<file path="config.mk">
export PLATFORM = sky130hd
export DESIGN_NAME = game_screen_seq
export DESIGN_NICKNAME = d
export VERILOG_FILES = /design/src/rtl/game_screen_seq.sv
export SDC_FILE = /design/constraint.sdc
export NUM_CORES = 1
export LEC_CHECK = 0
export CAP_MARGIN = 10
export CORE_ASPECT_RATIO = 1.1
export CORE_MARGIN = 1
export CORE_UTILIZATION = 60
export CTS_BUF_LIST = sky130_fd_sc_hd__clkbuf_4 sky130_fd_sc_hd__clkbuf_8
export CTS_CLUSTER_DIAMETER = 60
export DETAILED_ROUTE_END_ITERATION = 8
export PLACE_DENSITY = 0.95
export SLEW_MARGIN = 25
export SYNTH_ARGS = -nofsm -noshare
export SYNTH_HDL_FRONTEND = slang
export SYNTH_SLANG_ARGS = --single-unit
</file>
<file path="constraint.sdc">
create_clock -name clk -period 6.15 [get_ports clk]
set_input_delay 1.23 -clock clk [delete_from_list [all_inputs] [get_ports clk]]
set_output_delay 1.23 -clock clk [all_outputs]
set_load 0.1 [all_outputs]
</file>
<file path="src/rtl/game_screen_seq.sv">
// Frame-based screen sequencer: TITLE -> COUNTDOWN -> PLAY -> GAMEOVER -> TITLE.
// Optional PLAY pause support is compiled in with `define GAME_SCREEN_PAUSE_EN.
module game_screen_seq #(
   parameter int FRAMES_PER_SEC  = 60,
   parameter int COUNT_START     = 3,
   parameter int BLINK_FRAMES    = 30,
   parameter int GAMEOVER_FRAMES = 180
) (
   input  logic       clk,
   input  logic       reset,
   input  logic       vsync,
   input  logic       start_btn,
   input  logic       player_dead,
   input  logic       pause_btn,
   output logic [1:0] screen,
   output logic [2:0] timer,
   output logic [3:0] text_on,
   output logic       game_run,
   output logic       frame_tick
);

   localparam int MAX_A  = (FRAMES_PER_SEC > BLINK_FRAMES) ? FRAMES_PER_SEC : BLINK_FRAMES;
   localparam int MAX_F  = (MAX_A > GAMEOVER_FRAMES) ? MAX_A : GAMEOVER_FRAMES;
   localparam int CW     = (MAX_F > 1) ? $clog2(MAX_F) : 1;

   localparam logic [CW-1:0] FPS_LAST   = CW'(FRAMES_PER_SEC - 1);
   localparam logic [CW-1:0] BLINK_LAST = CW'(BLINK_FRAMES - 1);
   localparam logic [CW-1:0] GO_LAST    = CW'(GAMEOVER_FRAMES - 1);
   localparam logic [2:0]    COUNT_INIT = 3'(COUNT_START);

   typedef enum logic [1:0] {
      S_TITLE     = 2'd0,
      S_COUNTDOWN = 2'd1,
      S_PLAY      = 2'd2,
      S_GAMEOVER  = 2'd3
   } state_t;

   state_t          state_q, state_d;
   logic [CW-1:0]   cnt_q, cnt_d;
   logic [2:0]      timer_q, timer_d;
   logic            blink_q, blink_d;
   logic [3:0]      text_on_q, text_on_d;
   logic            game_run_q, game_run_d;
   logic            vsync_q, frame_tick_q;
   logic            start_s1_q, start_s2_q, start_prev_q;
   logic            start_pulse;
   logic            paused_q, paused_d;

   assign start_pulse = start_s2_q & ~start_prev_q;

   always_ff @(posedge clk) begin
      if (reset) begin
         state_q      <= S_TITLE;
         cnt_q        <= '0;
         timer_q      <= 3'd0;
         blink_q      <= 1'b1;
         text_on_q    <= 4'b0001;
         game_run_q   <= 1'b0;
         vsync_q      <= 1'b1;
         frame_tick_q <= 1'b0;
         start_s1_q   <= 1'b0;
         start_s2_q   <= 1'b0;
         start_prev_q <= 1'b0;
      end else begin
         state_q      <= state_d;
         cnt_q        <= cnt_d;
         timer_q      <= timer_d;
         blink_q      <= blink_d;
         text_on_q    <= text_on_d;
         game_run_q   <= game_run_d;
         vsync_q      <= vsync;
         frame_tick_q <= vsync_q & ~vsync;
         start_s1_q   <= start_btn;
         start_s2_q   <= start_s1_q;
         start_prev_q <= start_s2_q;
      end
   end

`ifdef GAME_SCREEN_PAUSE_EN
   logic pause_s1_q, pause_s2_q, pause_prev_q;
   logic pause_pulse;

   assign pause_pulse = pause_s2_q & ~pause_prev_q;

   always_ff @(posedge clk) begin
      if (reset) begin
         pause_s1_q   <= 1'b0;
         pause_s2_q   <= 1'b0;
         pause_prev_q <= 1'b0;
         paused_q     <= 1'b0;
      end else begin
         pause_s1_q   <= pause_btn;
         pause_s2_q   <= pause_s1_q;
         pause_prev_q <= pause_s2_q;
         paused_q     <= paused_d;
      end
   end

   // Paused only survives while PLAY is both the current and next screen.
   always_comb begin
      paused_d = paused_q;
      if (state_q != S_PLAY || state_d != S_PLAY) begin
         paused_d = 1'b0;
      end else if (pause_pulse) begin
         paused_d = ~paused_q;
      end
   end
`else
   logic unused_pause_btn;
   assign unused_pause_btn = pause_btn;
   assign paused_q         = 1'b0;
   assign paused_d         = 1'b0;
`endif

   always_comb begin
      state_d = state_q;
      cnt_d   = cnt_q;
      timer_d = timer_q;
      blink_d = blink_q;
      case (state_q)
         S_TITLE: begin
            if (start_pulse) begin
               state_d = S_COUNTDOWN;
               timer_d = COUNT_INIT;
               cnt_d   = '0;
            end else if (frame_tick_q) begin
               if (cnt_q == BLINK_LAST) begin
                  cnt_d   = '0;
                  blink_d = ~blink_q;
               end else begin
                  cnt_d = cnt_q + 1'b1;
               end
            end
         end
         S_COUNTDOWN: begin
            if (frame_tick_q) begin
               if (cnt_q == FPS_LAST) begin
                  cnt_d = '0;
                  if (timer_q > 3'd1) begin
                     timer_d = timer_q - 3'd1;
                  end else begin
                     timer_d = 3'd0;
                     state_d = S_PLAY;
                  end
               end else begin
                  cnt_d = cnt_q + 1'b1;
               end
            end
         end
         S_PLAY: begin
            // Death wins over any frame activity; a paused game cannot die.
            if (player_dead && !paused_q) begin
               state_d = S_GAMEOVER;
               cnt_d   = '0;
               timer_d = 3'd0;
            end
         end
         S_GAMEOVER: begin
            timer_d = 3'd0;
            if (start_pulse || (frame_tick_q && cnt_q == GO_LAST)) begin
               state_d = S_TITLE;
               cnt_d   = '0;
               blink_d = 1'b1;
            end else if (frame_tick_q) begin
               cnt_d = cnt_q + 1'b1;
            end
         end
         default: begin
            state_d = S_TITLE;
            cnt_d   = '0;
            timer_d = 3'd0;
            blink_d = 1'b1;
         end
      endcase
   end

   // Outputs decode from the next state so they register alongside it.
   always_comb begin
      text_on_d  = 4'b0001;
      game_run_d = 1'b0;
      case (state_d)
         S_TITLE:     text_on_d = {3'b000, blink_d};
         S_COUNTDOWN: text_on_d = 4'b0010;
         S_PLAY: begin
            if (paused_d) begin
               text_on_d = 4'b0101;
            end else begin
               text_on_d  = 4'b0100;
               game_run_d = 1'b1;
            end
         end
         S_GAMEOVER:  text_on_d = 4'b1000;
         default:     text_on_d = 4'b0001;
      endcase
   end

   assign screen     = state_q;
   assign timer      = timer_q;
   assign text_on    = text_on_q;
   assign game_run   = game_run_q;
   assign frame_tick = frame_tick_q;

endmodule

</file>
==> results of run 1 <==
-- metrics by stage --
step / setup slack (ns) / area [um^2] / total power, mW
after floorplan: 3.47 / 1230 / 0.213
after global placement: 3.14 / 1390 / 0.225
after detailed placement: 3.08 / 1390 / 0.228
after CTS: 2.93 / 1420 / 0.300
after global routing: 2.87 / 1420 / 0.314
final: 2.91 / 1420 / 0.302
-- sequential cells by signal (all words and copies together) (netlist names) --
register and cells:
start_prev_q 1, blink_q 1, cnt_q 8, start_s1_q 1, vsync_q 1, screen 2
text_on 4, start_s2_q 1, frame_tick 1, timer 3
-- metal layers --
metal / up-vias / GRT usage / part of all wire
met5: - / 0 / 0
met4: 0 / 0.0505 / 0.0092
met3: 5 / 0.0256 / 0.048
met2: 43 / 0.502 / 0.53
met1: 511 / 0.356 / 0.41
li1: 516 / - / -
-- kinds of logic after synthesis --
kind of cell | synth area share
fa+ha+maj | 0.0814
compound gates | 0.162
xor+xnor | 0.0498
flops | 0.374
simple gates | 0.277
buf+inv | 0.0559
-- Yosys cell counts (4+ instances only) --
library cell,count,share of area
nor2b_1,5,0.025
o21ai_0,8,0.033
nor2_1,16,0.049
nand2_1,4,0.012
dfxtp_1,23,0.37
inv_1,12,0.037
ha_1,8,0.081
xnor2_1,5,0.036
or2b_2,4,0.028
a211oi_1,4,0.024
-- power groups by stage --
| stage | clock network [mW] | registers [mW] | logic (mW) |
|---|---|---|---|
| global placement | 0 | 0.164 | 0.0613 |
| detailed placement | 0 | 0.165 | 0.0635 |
| CTS | 0.0746 | 0.161 | 0.0640 |
| floorplan | 0 | 0.185 | 0.0283 |
| global route | 0.0825 | 0.163 | 0.0691 |
| finish | 0.0767 | 0.161 | 0.0642 |
-- how the worst max path moves through the flow --
stage,from,end,slack (ns),cells after the start
final,frame_tick$_SDFF_PP0_,frame_tick,2.91,1
after global routing,frame_tick$_SDFF_PP0_,frame_tick,2.87,1
after CTS,frame_tick$_SDFF_PP0_,frame_tick,2.93,1
after detailed placement,player_dead,cnt_q[7]$_SDFFE_PP0P_,3.08,6
after global placement,player_dead,cnt_q[1]$_SDFFE_PP0P_,3.14,6
after floorplan,screen[1]$_SDFF_PP0_,cnt_q[1]$_SDFFE_PP0P_,3.47,7
-- final cells by class --
type / instances / share of cell area
inverter: 12 / 0.0317
clock buffer: 4 / 0.0211
tap: 27 / 0.0238
sequential: 23 / 0.324
multi-input combinational: 98 / 0.493
timing repair buffer: 15 / 0.106
==> summary.txt, run 1 <==
Route
  • Via count: 1075
  • Antenna Nets Post-Route: 0
  • Drt wl/cell: 15.2 um
  • Drt total wl: 2.71 mm
  • DRT iter0 DRCs: 62
  • DRC errors left: 0
  • Via/cell ratio: 6.01
  • DRT Pass-1 Iters: 4

Place
  • HPWL Detailed: 1.99 mm
  • Port bufs: 15
  • DP Cell Count: 175
  • Routability Congestion: 0.877

Logic synthesis
  • Distinct cells, synth: 43
  • Seq/Total Area, Yosys: 0.374
  • Post-synthesis register bit count: 23
  • Syn avg cell area: 9.04 um^2
  • Number of synthesized flops with an enable pin: 0
  • Async set-reset flop share out of synthesis: 0
  • Syn. warnings: 0
  • Syn Nets: 150
  • Synthesized area: 0.00123 mm^2
  • Post-Synthesis Cells: 136
  • Ys flop type: dfxtp_1

Clock tree
  • Later-pin clock latency in the skew report: 0.31 ns
  • Post-CTS Setup Bufs: 0
  • Hold Buf Count CTS: 0
  • CTS Sinks: 23
  • CTS tree: built
  • Cts repair resizes: 0
  • Cts bufs inserted: 3
  • Clock Tree Root: clkbuf_4
  • Clock Tree Buf Depth: 2
  • H-tree Lvls: 1
  • Reg clk slew, reported paths: 0.13 ns

Final layout
  • Reg area: 460 um^2
  • Commonest non-fill, non-tap cell in the layout: dfxtp_1
  • FILL cells: 120
  • Diodes inserted: 0
  • Most frequent cells in the layout: 23 x dfxtp_1, 16 x nor2_1, 15 x clkdlybuf4s50_1
  • Post-route insts no fill: 179
  • Area grow syn2layout: 15.5%
  • Utilization after layout: 0.763
  • Share of cells above drive strength 1: 0.0987
  • Area of the multi-input gates: 701 um^2
  • Final nets: 167

Global routing
  • Gr ovfl total: 0
  • GRT Overall Usage: 0.280
  • Global-route wire length before repair: 4.70 mm
  • Initial antenna violation count: 0
  • Vias in the first global route: 1043
  • Pin count of the biggest net entering global routing: 15

Critical path
  • Crit-path max FO: 8
  • Worst path bufs/invs: 1
  • Startpoint types: register
  • CP top delay family: buffers and inverters
  • Max incr delay on CP: 1.19 ns
  • CP Data Required Time: 4.92 ns
  • Crit path kind: register to output pin
  • Critical path arrival: 2.01 ns
  • R2r setup slk: 3.84 ns
  • FF-to-FF End: text_on[0]$_SDFF_PP1_
  • Worst path slowest cell: clkdlybuf4s50_1
  • CP Cell Sequence: clkdlybuf4s50_1
  • FF-to-FF path depth: 6
  • Worst setup EP type: output pin
  • R2R Path Start: cnt_q[0]$_SDFFE_PP0P_

Timing
  • Worst Clk Skew: 0.00255 ns
  • Max-slew violation count: 0
  • Relative slew slack: 0.342
  • Final setup violation count: 0
  • Minimum clock period: 3.24 ns
  • Final hold vios: 0
  • RSZ-0062 raised after global routing: false
  • Final period util: 0.527
  • Worst slew pin tran: 0.984 ns
  • Final setup TNS: 0 ns
  • Fmax: 309 MHz
  • Hold WS: 0.440 ns

Power and ir drop
  • Leak Pwr: 0.526 nW
  • Power Density: 213 mW/mm^2
  • Sw frac: 0.317
  • Switch Pwr: 0.0958 mW
  • Cell Int Power: 0.206 mW
  • Comb power frac: 0.212
  • VDD IR max: 0.000175 V
  • Seq pwr share: 0.534
  • Clock power frac: 0.254

Flow run
  • Maximum Capacitance Violations: 0

Worst hold path
  • Hold endpoint: frame_tick$_SDFF_PP0_
  • Hold Path Origin: vsync_q$_SDFF_PP1_
  • Hold crit path type: register to register
  • Hold Path Depth: 2

Floorplan
  • Die ar.: 0.00224 mm^2
  • Num ports: 17
  • Chip Width: 45.2 um
  • Starting Density: 0.661
  • Rows: 16
  • Core area: 0.00186 mm^2
  • Chip height: 49.5 um

Status
  • Outcome: finished, final reports clean
Note: power is estimated with default switching activity, not from simulation.
==> run 2: changes to the inputs <==
Settings changed: CORE_UTILIZATION 60 to 56, PLACE_DENSITY 0.95 to 0.92.
Clock period 6.15 ns to 3.2 ns, I/O delays scaled along.
==> run 2 against run 1 <==
Compared with the run above: flip-flop and latch count did not move; first-iteration DRC count decreased by 45%; final area down 2.0%; sequential power grew 93%; critical path depth increased by 5; sequential share of layout area rose by 0.67 points; global-route usage is 2.8 points lower; wire length is 4.4% lower; clock-buffer cell count down 1; core utilization decreased by 8.1 points; register-to-register slack worse by 3.0 ns; largest cell class unchanged; largest power group unchanged; highest routed layer unchanged.
==> summary.txt, run 2 (synthesized netlist as in run 1, its figures left out) <==
Status
  • Outcome: finished, final reports clean

Route
  • Post-Route M1 WL: 1.08 mm (-3.3%)
  • Max Used Layer: met4
  • Via/cell ratio: 6.12 (+1.9%)
  • Drt total wl: 2.59 mm (-4.4%)
  • DRT iter0 DRCs: 34 (-45%)
  • DRC errors left: 0 (unchanged)
  • Antenna Nets Post-Route: 0 (unchanged)
  • Via count: 1102 (+2.5%)
  • Drt wl/cell: 14.4 um (-5.0%)
  • DRT Pass-1 Iters: 4 (unchanged)
  • Routed length on met2: 1.30 mm (-9.9%)
  • Metal3 WL: 104 um (-20%)

Timing
  • Worst Clk Skew: 0.00702 ns (+0.00447 ns)
  • RSZ-0062 raised after global routing: false
  • Final setup violation count: 0 (unchanged)
  • Fmax: 415 MHz
  • Final setup TNS: 0 ns (unchanged)
  • Worst slew pin tran: 0.684 ns (-0.300 ns)
  • Max-slew violation count: 0 (unchanged)
  • Hold WS: 0.423 ns (-0.0171 ns)
  • Final period util: 0.752
  • Final hold vios: 0 (unchanged)
  • Relative slew slack: 0.538 (+0.196)
  • Minimum clock period: 2.41 ns
  • Final WS setup: 0.793 ns (-2.12 ns)

Global routing
  • Initial antenna violation count: 0 (unchanged)
  • Pin count of the biggest net entering global routing: 15 (unchanged)
  • GRT Overall Usage: 0.252 (-0.0284)
  • Vias in the first global route: 999 (-4.2%)
  • Gr ovfl total: 0 (unchanged)
  • Global-route wire length before repair: 4.24 mm (-9.8%)

Final layout
  • Area grow syn2layout: 13.1%
  • Most frequent cells in the layout: 23 x dfxtp_1, 16 x nor2_1, 12 x inv_1
  • Final nets: 167 (unchanged)
  • Post-route cell area: 0.00139 mm^2 (-2.0%)
  • Utilization after layout: 0.681 (-0.0814)
  • Reg area: 460 um^2 (unchanged)
  • Area of the multi-input gates: 701 um^2 (unchanged)
  • Share of cells above drive strength 1: 0.171 (+0.0724)
  • Largest register by flop count: cnt_q
  • Commonest non-fill, non-tap cell in the layout: dfxtp_1
  • Post-route insts no fill: 180 (+0.56%)
  • Diodes inserted: 0 (unchanged)
  • FILL cells: 176 (+47%)
  • Max FFs per register: 8 (unchanged)

Clock tree
  • Cts repair resizes: 0 (unchanged)
  • H-tree Lvls: 1 (unchanged)
  • Hold Buf Count CTS: 0 (unchanged)
  • Later-pin clock latency in the skew report: 0.33 ns (+0.02 ns)
  • CTS tree: built
  • Reg clk slew, reported paths: 0.14 ns (about the same)
  • Clock Tree Buf Depth: 2 (unchanged)
  • Clock Tree Root: clkbuf_4
  • Cts bufs inserted: 3 (unchanged)
  • Post-CTS Setup Bufs: 0 (unchanged)
  • CTS Sinks: 23 (unchanged)

Critical path
  • Worst path slowest cell: o21ai_1
  • FF-to-FF path depth: 6 (unchanged)
  • FF-to-FF End: cnt_q[5]$_SDFFE_PP0P_
  • Startpoint types: register
  • Crit-path max FO: 8 (unchanged)
  • CP Data Required Time: 3.40 ns (-1.52 ns)
  • Worst setup EP type: register
  • Crit path kind: register to register
  • R2R Path Start: cnt_q[0]$_SDFFE_PP0P_
  • Max incr delay on CP: 0.53 ns (-0.66 ns)
  • CP Cell Sequence: ha_1, or4b_1, o211ai_1, a21oi_1, o21ai_1, nor2_1
  • R2r setup slk: 0.79 ns (-3.05 ns)
  • Critical path arrival: 2.61 ns (+0.60 ns)

Worst hold path
  • Hold endpoint: frame_tick$_SDFF_PP0_
  • Hold crit path type: register to register
  • Hold Path Depth: 2 (unchanged)
  • Hold Path Origin: vsync_q$_SDFF_PP1_

Floorplan
  • Die ar.: 0.00239 mm^2 (+6.8%)
  • Chip Width: 46.7 um (+3.4%)
  • Core area: 0.00204 mm^2 (+9.7%)
  • Num ports: 17 (unchanged)
  • Rows: 17 (+1)
  • Starting Density: 0.602 (-0.0583)
  • Chip height: 51.2 um (+3.4%)

Place
  • HPWL Detailed: 1.97 mm (-1.4%)
  • Place WS: 0.706 ns (-2.37 ns)
  • DP Cell Count: 176 (+0.57%)
  • Port bufs: 15 (unchanged)
  • Routability Congestion: 0.917 (+4.6%)
  • Placed standard-cell area: 0.00136 mm^2 (-1.9%)

Flow run
  • Maximum Capacitance Violations: 0 (unchanged)

Power and ir drop
  • Design Power: 0.575 mW (+90%)
  • Leak Pwr: 0.545 nW (+3.5%)
  • Power Density: 413 mW/mm^2 (+94%)
  • VDD IR max: 0.000244 V (+39%)
## run 2: worst max-delay path by stage
stage                          startpoint               endpoint  slack, ns  cells after the start
finish              cnt_q[0]$_SDFFE_PP0P_  cnt_q[5]$_SDFFE_PP0P_       0.79                      6
global route        cnt_q[0]$_SDFFE_PP0P_  cnt_q[1]$_SDFFE_PP0P_       0.69                      6
CTS                 cnt_q[0]$_SDFFE_PP0P_  cnt_q[5]$_SDFFE_PP0P_       0.88                      6
detailed placement            player_dead  cnt_q[5]$_SDFFE_PP0P_       0.71                      6
global placement              player_dead  cnt_q[1]$_SDFFE_PP0P_       0.79                      6
floorplan            screen[1]$_SDFF_PP0_  cnt_q[1]$_SDFFE_PP0P_       0.52                      7
## run 2: critical path, delay by kind of cell (launching register included)
kind                       cells  cell delay, ns
AOI/OAI and AO/OA              3            0.96
adders and majority gates      1            0.26
DFF                            1            0.42
and+or+nand+nor                2            0.64
## run 2: final cells by class
type	count	area share
multi-input combinational	98	0.504
sequential	23	0.331
timing repair buffer	15	0.0881
inverter	12	0.0324
tap	28	0.0252
clock buffer	3	0.0162
clock inverter	1	0.00360
## run 2: report_power, final
group | switching (mW) | internal [mW] | leakage (nW) | total, mW
combinational | 0.0826 | 0.0386 | 0.340 | 0.121
sequential | 0.0117 | 0.299 | 0.188 | 0.311
clock | 0.0958 | 0.0470 | 0.0177 | 0.143
total | 0.190 | 0.385 | 0.545 | 0.575
## run 2: layer usage
metal,global-route usage,vias up
met5,0,-
met3,0.0565,13
met2,0.403,45
met4,0.176,0
li1,-,515
met1,0.284,529
==> run 3: changes to the inputs <==
Settings changed: CORE_UTILIZATION 56 to 50, PLACE_DENSITY 0.92 to 0.88.
Clock period 3.2 ns to 2.2 ns, I/O delays scaled along.
==> run 3 against run 2 <==
Compared with the run above: via count is 0.82% lower; combinational power is 62% higher; sequential share of layout area is 1.5 points lower; final cell count is 5.6% higher; first-iteration DRC count is 47% lower; flip-flop and latch count stayed put; worst setup slack worse by 0.71 ns; sequential power is 44% higher; critical path depth stayed put; critical endpoint is now text_on[0]$_SDFF_PP1_; global-route usage is 3.5 points lower; final area is 7.2% higher.
==> summary.txt, run 3 (synthesized netlist as in run 1, its figures left out) <==
Timing
  • Final period util: 0.961 (+0.209)
  • RSZ-0062 raised after global routing: false
  • Worst Clk Skew: 0.00229 ns (-0.00473 ns)
  • Minimum clock period: 2.12 ns (-0.292 ns)
  • Worst slew pin tran: 0.629 ns (-0.0552 ns)
  • Final WS setup: 0.0849 ns (-0.708 ns)
  • Relative slew slack: 0.575 (+0.0373)
  • Final setup TNS: 0 ns (unchanged)
  • Final setup violation count: 0 (unchanged)
  • Final hold vios: 0 (unchanged)
  • Fmax: 473 MHz (+14%)
  • Max-slew violation count: 0 (unchanged)

Critical path
  • Crit-path max FO: 4 (-4)
  • Startpoint types: register
  • CP Data Required Time: 2.42 ns (-0.98 ns)
  • Critical path arrival: 2.34 ns (-0.27 ns)
  • Worst setup EP type: register
  • Crit path kind: register to register

Route
  • DRC errors left: 0 (unchanged)
  • Via/cell ratio: 5.75 (-6.0%)
  • Via count: 1093 (-0.82%)
  • Drt wl/cell: 13.9 um (-3.5%)
  • DRT iter0 DRCs: 18 (-47%)
  • Drt total wl: 2.64 mm (+1.9%)
  • DRT Pass-1 Iters: 4 (unchanged)
  • Antenna Nets Post-Route: 0 (unchanged)

Clock tree
  • Hold Buf Count CTS: 0 (unchanged)
  • Cts bufs inserted: 3 (unchanged)
  • Clock Tree Root: clkbuf_4
  • Reg clk slew, reported paths: 0.12 ns (-0.02 ns)
  • Later-pin clock latency in the skew report: 0.31 ns (-0.02 ns)
  • CTS tree: built
  • CTS Sinks: 23 (unchanged)
  • H-tree Lvls: 1 (unchanged)
  • Clock Tree Buf Depth: 2 (unchanged)

Final layout
  • Share of cells above drive strength 1: 0.281 (+0.110)
  • Max FFs per register: 8 (unchanged)
  • Final nets: 175 (+4.8%)
  • Commonest non-fill, non-tap cell in the layout: buf_4
  • Diodes inserted: 0 (unchanged)
  • FILL cells: 184 (+4.5%)
  • Largest register by flop count: cnt_q
  • Post-route cell area: 0.00149 mm^2 (+7.2%)
  • Area grow syn2layout: 21.3%
  • Most frequent cells in the layout: 19 x buf_4, 16 x nor2_1, 16 x dfxtp_1

Floorplan
  • Num ports: 17 (unchanged)
  • Core area: 0.00227 mm^2 (+11%)
  • Chip height: 54.0 um (+5.6%)
  • Starting Density: 0.541 (-0.0616)
  • Die ar.: 0.00266 mm^2 (+11%)
  • Rows: 18 (+1)
  • Chip Width: 49.3 um (+5.6%)

Place
  • Routability Congestion: 0.872 (-4.9%)
  • Port bufs: 15 (unchanged)
  • Place WS: 0.00217 ns (-0.704 ns)
  • Placed standard-cell area: 0.00142 mm^2 (+4.1%)
  • HPWL Detailed: 1.97 mm (+0.40%)

Global routing
  • Initial antenna violation count: 0 (unchanged)
  • Pin count of the biggest net entering global routing: 13 (-2)
  • Gr ovfl total: 0 (unchanged)
  • Global-route wire length before repair: 4.25 mm (+0.33%)
  • GRT Overall Usage: 0.216 (-0.0354)
  • Vias in the first global route: 970 (-2.9%)

Flow run
  • Maximum Capacitance Violations: 0 (unchanged)

Power and ir drop
  • Comb power frac: 0.230 (+0.019)
  • Sw frac: 0.311 (-0.0201)
  • VDD IR max: 0.000402 V (+65%)
  • Cell Int Power: 0.589 mW (+53%)
  • Clock power frac: 0.245 (-0.004)
  • Switch Pwr: 0.265 mW (+40%)
  • Power Density: 573 mW/mm^2 (+39%)
  • Leak Pwr: 0.591 nW (+8.4%)
  • Seq pwr share: 0.526 (-0.015)

Worst hold path
  • Hold crit path type: register to register

Status
  • Outcome: finished, final reports clean
[run 3: cell types whose count changed in the layout (fill, tap and decap cells not counted), sizes merged]
| cell | delta |
|---|---|
| clkbuf | +1 |
| buf | +8 |
| clkinv | -1 |
[run 3: cell type report]
type / count / area (um^2) / area share
inverters: 12 / 45.0 / 0.0302
repair buffers: 23 / 183 / 0.122
well taps: 30 / 37.5 / 0.0252
multi-input cells: 98 / 724 / 0.486
clock buffers: 4 / 30.0 / 0.0201
flip-flops and latches: 23 / 472 / 0.316
[run 3: what timing repair did]
item	4_1_cts	5_1_grt
setup endpoints to repair	1	2
gates resized for setup	1	6
endpoints found under the hold margin	0	0
pin swaps	0	4
setup buffers	0	2
[run 3: layer usage]
layer	track usage	up-vias	share of wire
met1	0.262	519	0.43
met2	0.377	32	0.50
met3	0.0339	6	0.038
met5	0	-	0
li1	-	536	-
met4	0.108	0	0.022
[run 3: stage by stage]
step / util / instances / power [mW] / hold WS (ns)
after floorplan: - / 136 / 0.596 / 0.385
after global placement: 0.624 / 184 / 0.639 / 0.396
after detailed placement: 0.624 / 184 / 0.646 / 0.420
after CTS: 0.638 / 188 / 0.849 / 0.442
after global routing: 0.656 / 190 / 0.896 / 0.438
final: 0.656 / 190 / 0.854 / 0.435
[run 3: worst paths after layout]
path                         startpoint                     to  slack, ns  depth (start not counted)
setup reg to reg  cnt_q[1]$_SDFFE_PP0P_  text_on[0]$_SDFF_PP1_       0.08                          6
setup / recovery  cnt_q[1]$_SDFFE_PP0P_  text_on[0]$_SDFF_PP1_       0.08                          6
hold / removal       vsync_q$_SDFF_PP1_  frame_tick$_SDFF_PP0_       0.44                          2
hold reg to reg      vsync_q$_SDFF_PP1_  frame_tick$_SDFF_PP0_       0.44                          2
[run 3: critical path: stages, from the launching register on]
cell and delay, ns:
dfxtp_2 0.35, ha_2 0.18, or4b_4 0.49, or4_4 0.54
a21oi_2 0.19, o31ai_4 0.11, and3_1 0.15
[run 3: power by group through the flow]
stage / registers, mW / clock network, mW / logic (mW)
after floorplan: 0.517 / 0 / 0.0788
after global placement: 0.456 / 0 / 0.183
after detailed placement: 0.458 / 0 / 0.189
after CTS: 0.449 / 0.211 / 0.190
after global routing: 0.452 / 0.232 / 0.211
final: 0.449 / 0.209 / 0.196
